File: src/rtl/vram_rect_writer.sv
// Rectangle-fill write engine for one 1-bpp VRAM plane.
// Accepts a command, clips it to the visible area, then emits one pixel write per clock, row-major.
module vram_rect_writer #(
  parameter int unsigned H_PIX = 128,
  parameter int unsigned V_PIX = 96,
  parameter int unsigned X_W   = 7,
  parameter int unsigned Y_W   = 7
) (
  input  logic               clk,
  input  logic               reset,
  input  logic               cmd_valid,
  output logic               cmd_ready,
  input  logic [X_W-1:0]     cmd_x0,
  input  logic [Y_W-1:0]     cmd_y0,
  input  logic [7:0]         cmd_w,
  input  logic [7:0]         cmd_h,
  input  logic               cmd_color,
  output logic               vram_we,
  output logic [X_W+Y_W-1:0] vram_addr,
  output logic               vram_din,
  output logic               busy,
  output logic               done
);

  localparam int unsigned E_W = 9;
  localparam logic [E_W-1:0] H_LIM = E_W'(H_PIX);
  localparam logic [E_W-1:0] V_LIM = E_W'(V_PIX);

  typedef enum logic [1:0] {S_IDLE, S_CLIP, S_FILL, S_DONE} state_t;

  state_t         r_state;
  state_t         w_next;
  logic           r_ready;
  logic [X_W-1:0] r_x0;
  logic [X_W-1:0] r_x;
  logic [Y_W-1:0] r_y0;
  logic [Y_W-1:0] r_y;
  logic [7:0]     r_w;
  logic [7:0]     r_h;
  logic           r_color;
  logic           r_din;
  logic [E_W-1:0] r_xend;
  logic [E_W-1:0] r_yend;

  logic           w_accept;
  logic [E_W-1:0] w_xsum;
  logic [E_W-1:0] w_ysum;
  logic [E_W-1:0] w_xend;
  logic [E_W-1:0] w_yend;
  logic           w_empty;
  logic           w_row_end;
  logic           w_last;

  assign w_accept  = cmd_valid & r_ready;
  assign w_xsum    = E_W'(r_x0) + E_W'(r_w);
  assign w_ysum    = E_W'(r_y0) + E_W'(r_h);
  assign w_xend    = (w_xsum > H_LIM) ? H_LIM : w_xsum;
  assign w_yend    = (w_ysum > V_LIM) ? V_LIM : w_ysum;
  assign w_empty   = (r_w == '0) || (r_h == '0) || (E_W'(r_x0) >= H_LIM) || (E_W'(r_y0) >= V_LIM);
  assign w_row_end = (E_W'(r_x) + E_W'(1)) == r_xend;
  assign w_last    = w_row_end && ((E_W'(r_y) + E_W'(1)) == r_yend);

  always_comb begin
    w_next = r_state;
    case (r_state)
      S_IDLE:  if (w_accept) w_next = S_CLIP;
      S_CLIP:  w_next = w_empty ? S_DONE : S_FILL;
      S_FILL:  if (w_last) w_next = S_DONE;
      S_DONE:  w_next = S_IDLE;
      default: w_next = S_IDLE;
    endcase
  end

  // Ready is registered so it stays low while reset is held and rises on the first edge after release.
  always_ff @(posedge clk or negedge reset) begin
    if (!reset) begin
      r_state <= S_IDLE;
      r_ready <= 1'b0;
    end else begin
      r_state <= w_next;
      r_ready <= (w_next == S_IDLE);
    end
  end

  always_ff @(posedge clk or negedge reset) begin
    if (!reset) begin
      r_x0    <= '0;
      r_y0    <= '0;
      r_w     <= '0;
      r_h     <= '0;
      r_color <= 1'b0;
      r_x     <= '0;
      r_y     <= '0;
      r_din   <= 1'b0;
      r_xend  <= '0;
      r_yend  <= '0;
    end else begin
      if (w_accept) begin
        r_x0    <= cmd_x0;
        r_y0    <= cmd_y0;
        r_w     <= cmd_w;
        r_h     <= cmd_h;
        r_color <= cmd_color;
      end
      // Address/data registers only move for real writes so they hold their last value otherwise.
      case (r_state)
        S_CLIP: begin
          r_xend <= w_xend;
          r_yend <= w_yend;
          if (!w_empty) begin
            r_x   <= r_x0;
            r_y   <= r_y0;
            r_din <= r_color;
          end
        end
        S_FILL: begin
          if (!w_last) begin
            if (w_row_end) begin
              r_x <= r_x0;
              r_y <= r_y + Y_W'(1);
            end else begin
              r_x <= r_x + X_W'(1);
            end
          end
        end
        default: ;
      endcase
    end
  end

  assign cmd_ready = r_ready;
  assign vram_we   = (r_state == S_FILL);
  assign busy      = (r_state == S_CLIP) || (r_state == S_FILL);
  assign done      = (r_state == S_DONE);
  assign vram_addr = {r_y, r_x};
  assign vram_din  = r_din;

endmodule

File: config.mk
export PLATFORM = sky130hd
export DESIGN_NAME = vram_rect_writer
export DESIGN_NICKNAME = d
export VERILOG_FILES = /design/src/rtl/vram_rect_writer.sv
export SDC_FILE = /design/constraint.sdc
export NUM_CORES = 1
export LEC_CHECK = 0
export BUFFER_PORTS_ARGS = -buffer_cell sky130_fd_sc_hd__buf_2
export CORE_MARGIN = 10
export CORE_UTILIZATION = 60
export DETAILED_ROUTE_END_ITERATION = 8
export GPL_TIMING_DRIVEN = 0
export PLACE_DENSITY = 0.82
export SLEW_MARGIN = 10
export SYNTH_ARGS = -nofsm -noshare
export SYNTH_HDL_FRONTEND = slang
export SYNTH_SLANG_ARGS = --single-unit
File: constraint.sdc
create_clock -name clk -period 6.8 [get_ports clk]
set_input_delay 1.36 -clock clk [delete_from_list [all_inputs] [get_ports clk]]
set_output_delay 1.36 -clock clk [all_outputs]
set_load 0.1 [all_outputs]
# After elaboration in Yosys (flattened, before gate mapping)
# Cells that the tools add are included.
dict set report op_classes {
  multipliers 0
  n_lt_le_gt_ge 3
  div 0
  addsub 6
  eq_ne 8
  bitwise_logic 2
  shift 0
  muxes 14
  reduce_logical 12
}
# operator n
set op_table {}
lappend op_table {{$mux 7} 6}
lappend op_table {{$pmux 7 s2} 2}
lappend op_table {{$add 7x8->9} 2}
lappend op_table {{$eq 8x9->1} 2}
lappend op_table {{$mux 9} 2}
lappend op_table {{$add 7x1->8 const B} 2}
lappend op_table {{$logic_not 8->1} 2}
lappend op_table {{$add 7x1->7 const B} 2}
lappend op_table {{$gt 9x7->1 const B} 1}
lappend op_table {{$gt 9x8->1 const B} 1}
lappend op_table {{$pmux 2 s4} 1}
lappend op_table {{$ge 7x7->1 const B} 1}
lappend op_table {{$eq 2x2->1 const B} 2}
lappend op_table {{$logic_not 2->1} 2}
lappend op_table {{$mux 2} 2}
lappend op_table {{$ne 2x2->1 const B} 2}
lappend op_table {{$reduce_and 4->1} 1}
lappend op_table {{$logic_or 1x1->1} 3}
lappend op_table {{$reduce_and 3->1} 1}
lappend op_table {{$eq 2x1->1 const B} 1}
lappend op_table {{$ne 2x1->1 const B} 1}
lappend op_table {{$reduce_and 2->1} 1}
lappend op_table {{$reduce_bool 2->1} 1}
lappend op_table {{$and 1x1->1} 1}
lappend op_table {{other kinds (3)} 3}
dict set report totals {
  mem_count 0
  reg_bits 67
  wordCells 57
  mem_bits_rw 0
  mem_bits_ro 0
  input_bits 34
  latch_bits 0
  output_inout_bits 19
}

# Longest topological paths before layout
dict set report depth {
  depth_word 6
  depth_mapped 10
  mapped_depth_nobuf 10
}

# Worst setup path after synthesis
# OpenSTA, ideal clock, no wires.
dict set report synth_path {
  kind {register -> register}
  start {register r_x[0]}
  end {register r_y[1]}
  setup_time_ns 0.126
  slack_ns 3.299
  t_required_ns 6.674
  path_buffers 1
  stages_incl_launch_ff 10
  arrival_time_ns 3.375
  synth_period_minus_slack_ns 3.501
  path_cell_list {dfrtp_1 -> ha_1 -> nand3_4 -> or3_1 -> a222oi_1 -> nand3_1 -> or2_1 -> buf_6 -> o31a_1 -> mux2_4}
}
dict set report synth_via {
  elab_chain_len 5
  elab_cells_between_ends 6
  classes_between {add/sub (1); eq/ne (3); reduce/logical (2)}
}
# item line
set synth_rtl {}
lappend synth_rtl {{start, declared} 35} ;# logic [X_W-1:0] r_x;
lappend synth_rtl {{start signal, assigned} 111} ;# r_x <= r_x0;
lappend synth_rtl {{start signal, assigned} 119} ;# r_x <= r_x0;
lappend synth_rtl {{start signal, assigned} 122} ;# r_x <= r_x + X_W'(1);
lappend synth_rtl {{$add 7x1->8 *} 60} ;# assign w_row_end = (E_W'(r_x) + E_W'(1)) == r_xend;
lappend synth_rtl {{$eq 8x9->1 *} 60}
lappend synth_rtl {{$logic_and 1x1->1} 61} ;# assign w_last = w_row_end && ((E_W'(r_y) + E_W'(1)) == r_yend);
lappend synth_rtl {{$ne 2x2->1 (no source line)} n/a}
lappend synth_rtl {{$reduce_and 4->1 (no source line) *} n/a}
lappend synth_rtl {{end signal, assigned} 112} ;# r_y <= r_y0;
lappend synth_rtl {{end signal, assigned} 120} ;# r_y <= r_y + Y_W'(1);
lappend synth_rtl {{end, declared} 37} ;# logic [Y_W-1:0] r_y;
# Mark *: on every way between the ends. The rest lies on a longest branch, timed or not.
# A chain may end at the register's enable or synchronous reset.

# Worst setup path after layout
dict set report layout_path {
  start {register r_x[0]}
  end {register r_x[3]}
}
dict set report layout_via {
  elab_chain_len 5
  elab_cells_between_ends 9
  classes_between {add/sub (2); eq/ne (2); mux (3); reduce/logical (2)}
}
# item line
set layout_rtl {}
lappend layout_rtl {{$add 7x1->8} 60}
lappend layout_rtl {{$eq 8x9->1} 60}
lappend layout_rtl {{$mux 7 or $logic_and 1x1->1 (tied branches)} {118, 61}}
lappend layout_rtl {{$mux 7 or $ne 2x2->1 (tied branches)} n/a}
lappend layout_rtl {{$pmux 7 s2 or $reduce_and 3->1 (tied branches)} n/a}
# Parallel ways exist; a longest one is shown, timed or not. The select of a mux whose other input is x is not followed.

==> qor.yml <==
critical_path:
  end_kind: "flip-flop"
  crit_buf_inv: 1
  crit_required_ns: 6.99
  critical_path.startpoint_type: "flip-flop"
  crit_type: "reg2reg"
  slowest_stage: "nor4_1"
  crit_path_max_fanout: 7
  path_cells: "ha_1 > nand3_4 > or3_1 > a222oi_1 > nand3_1 > nor4_1 > or2_2 > clkbuf_1 > o22ai_1"
  critPathTopFamily: "simple AND/OR/NAND/NOR gates"
  worst_path_largest_cell_delay_ns: 0.62
  critPathArrivalTime_ns: 3.51
floorplan:
  row_count: 29
  ioPinCount: 53
  die_area_mm2: 0.0104
  dieWidth_um: 102
  start_util: 0.627
  core_area_mm2: 0.00642
  die_h_um: 102
clocking:
  cts_resized: 0
  cts_buffers: 9
  clk_pin_slew_ns: 0.08
  cts_sinks: 67
  cts-hold-fix-buffers: 0
  clk_path_buf_depth: 2
  root_buffer: "clkbuf_8"
  clk_latency_ns: 0.34
  h-tree-depth: 3
  post_cts.repair.setup_buffers: 0
  cts_tree: "yes"
synth:
  ys_top_cells_by_area: "dfrtp_1 42%, mux2_2 8.9%, ha_1 6.2%, o21ai_0 2.4%, mux2i_1 2.2%"
  synth_ff_type: "dfrtp_1"
  syn_inst: 390
  syn_nets: 446
  ys_ff_latch: 67
  seq_area_frac_synth: 0.416
  ys_async_sr_fraction: 1.00
  yosys.area.top_type: "dfrtp_1"
  yosys.cell_types.count: 61
  yosys_warnings: 0
  synth.top_cell.area_share: 0.416
  synth.avg_cell_area_um2: 10.3
  syn-cell-area_mm2: 0.00403
  synth_edf_count: 0
cells_and_area:
  layout_common_cells: "67 x dfrtp_1, 54 x buf_2, 32 x mux2_2"
  n_antenna_cell: 0
  drive_above_1_share: 0.247
  layout_commonest_cell: "dfrtp_1"
  final_nets: 509
  area_delta_synth_final_pct: 14.6
  fin_util: 0.718
  fillers: 483
  regArea_mm2: 0.00168
  multiInputGateArea_mm2: 0.00220
  final_cell_count_no_fill: 535
placed_design:
  place_inst: 519
  portBuffers: 52
  post-place-ws_ns: 3.55
  hpwl_um: 7240
  place_congestion: 0.873
global_route:
  grt_use_total: 0.191
  grt_pass1_vias: 3322
  grt_max_degree: 68
  use_met2: 0.295
  gr-max-usage-layer: "met2"
  grt_pass1_wl_um: 15900
  grt-ovfl-total: 0
  antenna_found_initial: 0
  grtUsageMet3: 0.0472
  grt_util_met1: 0.255
hold_path:
  hold_class: "reg2reg"
sta:
  setup_viol: 0
  fmaxAchievable_mhz: 302
  fin_ws_ns: 3.48
  fin_setup_tns_ns: 0
  worst_pin_slew_ns: 0.822
  slew-limit-headroom: 0.452
  min_period_ns: 3.32
  timing_hold_violations_final: 0
  period_share: 0.488
  skew_ns: 0.00856
  drv_slew: 0
  rsz0062_at_grt: "no"
route:
  vias: 3341
  routed_wl_um: 9530
  firstDrtPassIters: 5
  drcViolationCount: 0
  drtIter0Drc: 149
  wl_per_cell_um: 17.8
  via_per_inst: 6.24
  drtAntennaViolNets: 0
flow_run:
  cap_violations: 0
run_status:
  outcome: "completed"
-- path summary, 6_finish.rpt --
check	start	end	slack [ns]	cells past startpoint
min	r_color$_DFFE_PN0P_	r_color$_DFFE_PN0P_	0.50	1
min reg2reg	r_color$_DFFE_PN0P_	r_color$_DFFE_PN0P_	0.50	1
min in group asynchronous	reset	r_x0[6]$_DFFE_PN0P_	1.12	1
max reg2reg	r_x[0]$_DFFE_PN0P_	r_x[3]$_DFFE_PN0P_	3.48	9
max	r_x[0]$_DFFE_PN0P_	r_x[3]$_DFFE_PN0P_	3.48	9
max in group asynchronous	reset	r_x[1]$_DFFE_PN0P_	5.14	1
-- metrics by stage --
step	hold WS, ns	instance area (µm²)
global placement	0.483	4380
floorplan	0.465	4030
detailed placement	0.490	4390
global route	0.518	4610
CTS	0.507	4610
finish	0.504	4610
-- cells by family after synthesis --
group | synth area share
DFF | 0.416
buffers and inverters | 0.0373
and+or+nand+nor | 0.163
xor gates and xnor gates | 0.0326
muxes | 0.116
AOI/OAI and AO/OA | 0.163
adders and majority gates | 0.0721
-- synth_stat cells (5+ instances only) --
cell type,n
dfrtp_1,67
mux2_2,32
ha_1,20
inv_1,20
nor2_1,19
o21ai_0,19
nand3_1,12
nor3_1,11
nand2_1,10
nor4_1,10
mux2i_1,9
nor2b_1,9
o22ai_1,9
or3_1,9
xnor2_1,9
a21oi_1,8
o32ai_1,8
clkbuf_1,7
nand2b_1,7
o31ai_1,6
xor2_1,6
nand4_1,5
or2_2,5
-- routing by layer --
metal | up-vias | wire length (µm)
li1 | 1596 | -
met1 | 1627 | 4470
met2 | 109 | 4320
met3 | 9 | 613
met4 | 0 | 122
met5 | - | 0
-- registers in the layout (all words and copies together) (netlist names) --
signal and count:
r_y0 7, r_h 8, r_x0 7, vram_din 1
r_yend 9, r_y 7, r_xend 9, r_state 2
r_w 8, cmd_ready 1, r_color 1, r_x 7
-- layout make-up --
cell class                      count  share of cell area
Multi-Input combinational cell    287               0.477
Sequential cell                    67               0.363
Timing Repair Buffer               52              0.0570
Clock buffer                       12              0.0336
Tap cell                           77              0.0209
Buffer                             16              0.0163
Inverter                           20              0.0163
Clock inverter                      4              0.0157
-- worst reg2reg max path, cell delays in order (launching register included) --
cell and delay, ns:
dfrtp_1 0.49, ha_1 0.34, nand3_4 0.13, or3_1 0.40, a222oi_1 0.34, nand3_1 0.22
nor4_1 0.62, or2_2 0.21, clkbuf_1 0.26, o22ai_1 0.15
Power is not shown: default switching activity piles up to over one toggle a cycle in this logic, so the estimate is an artifact.
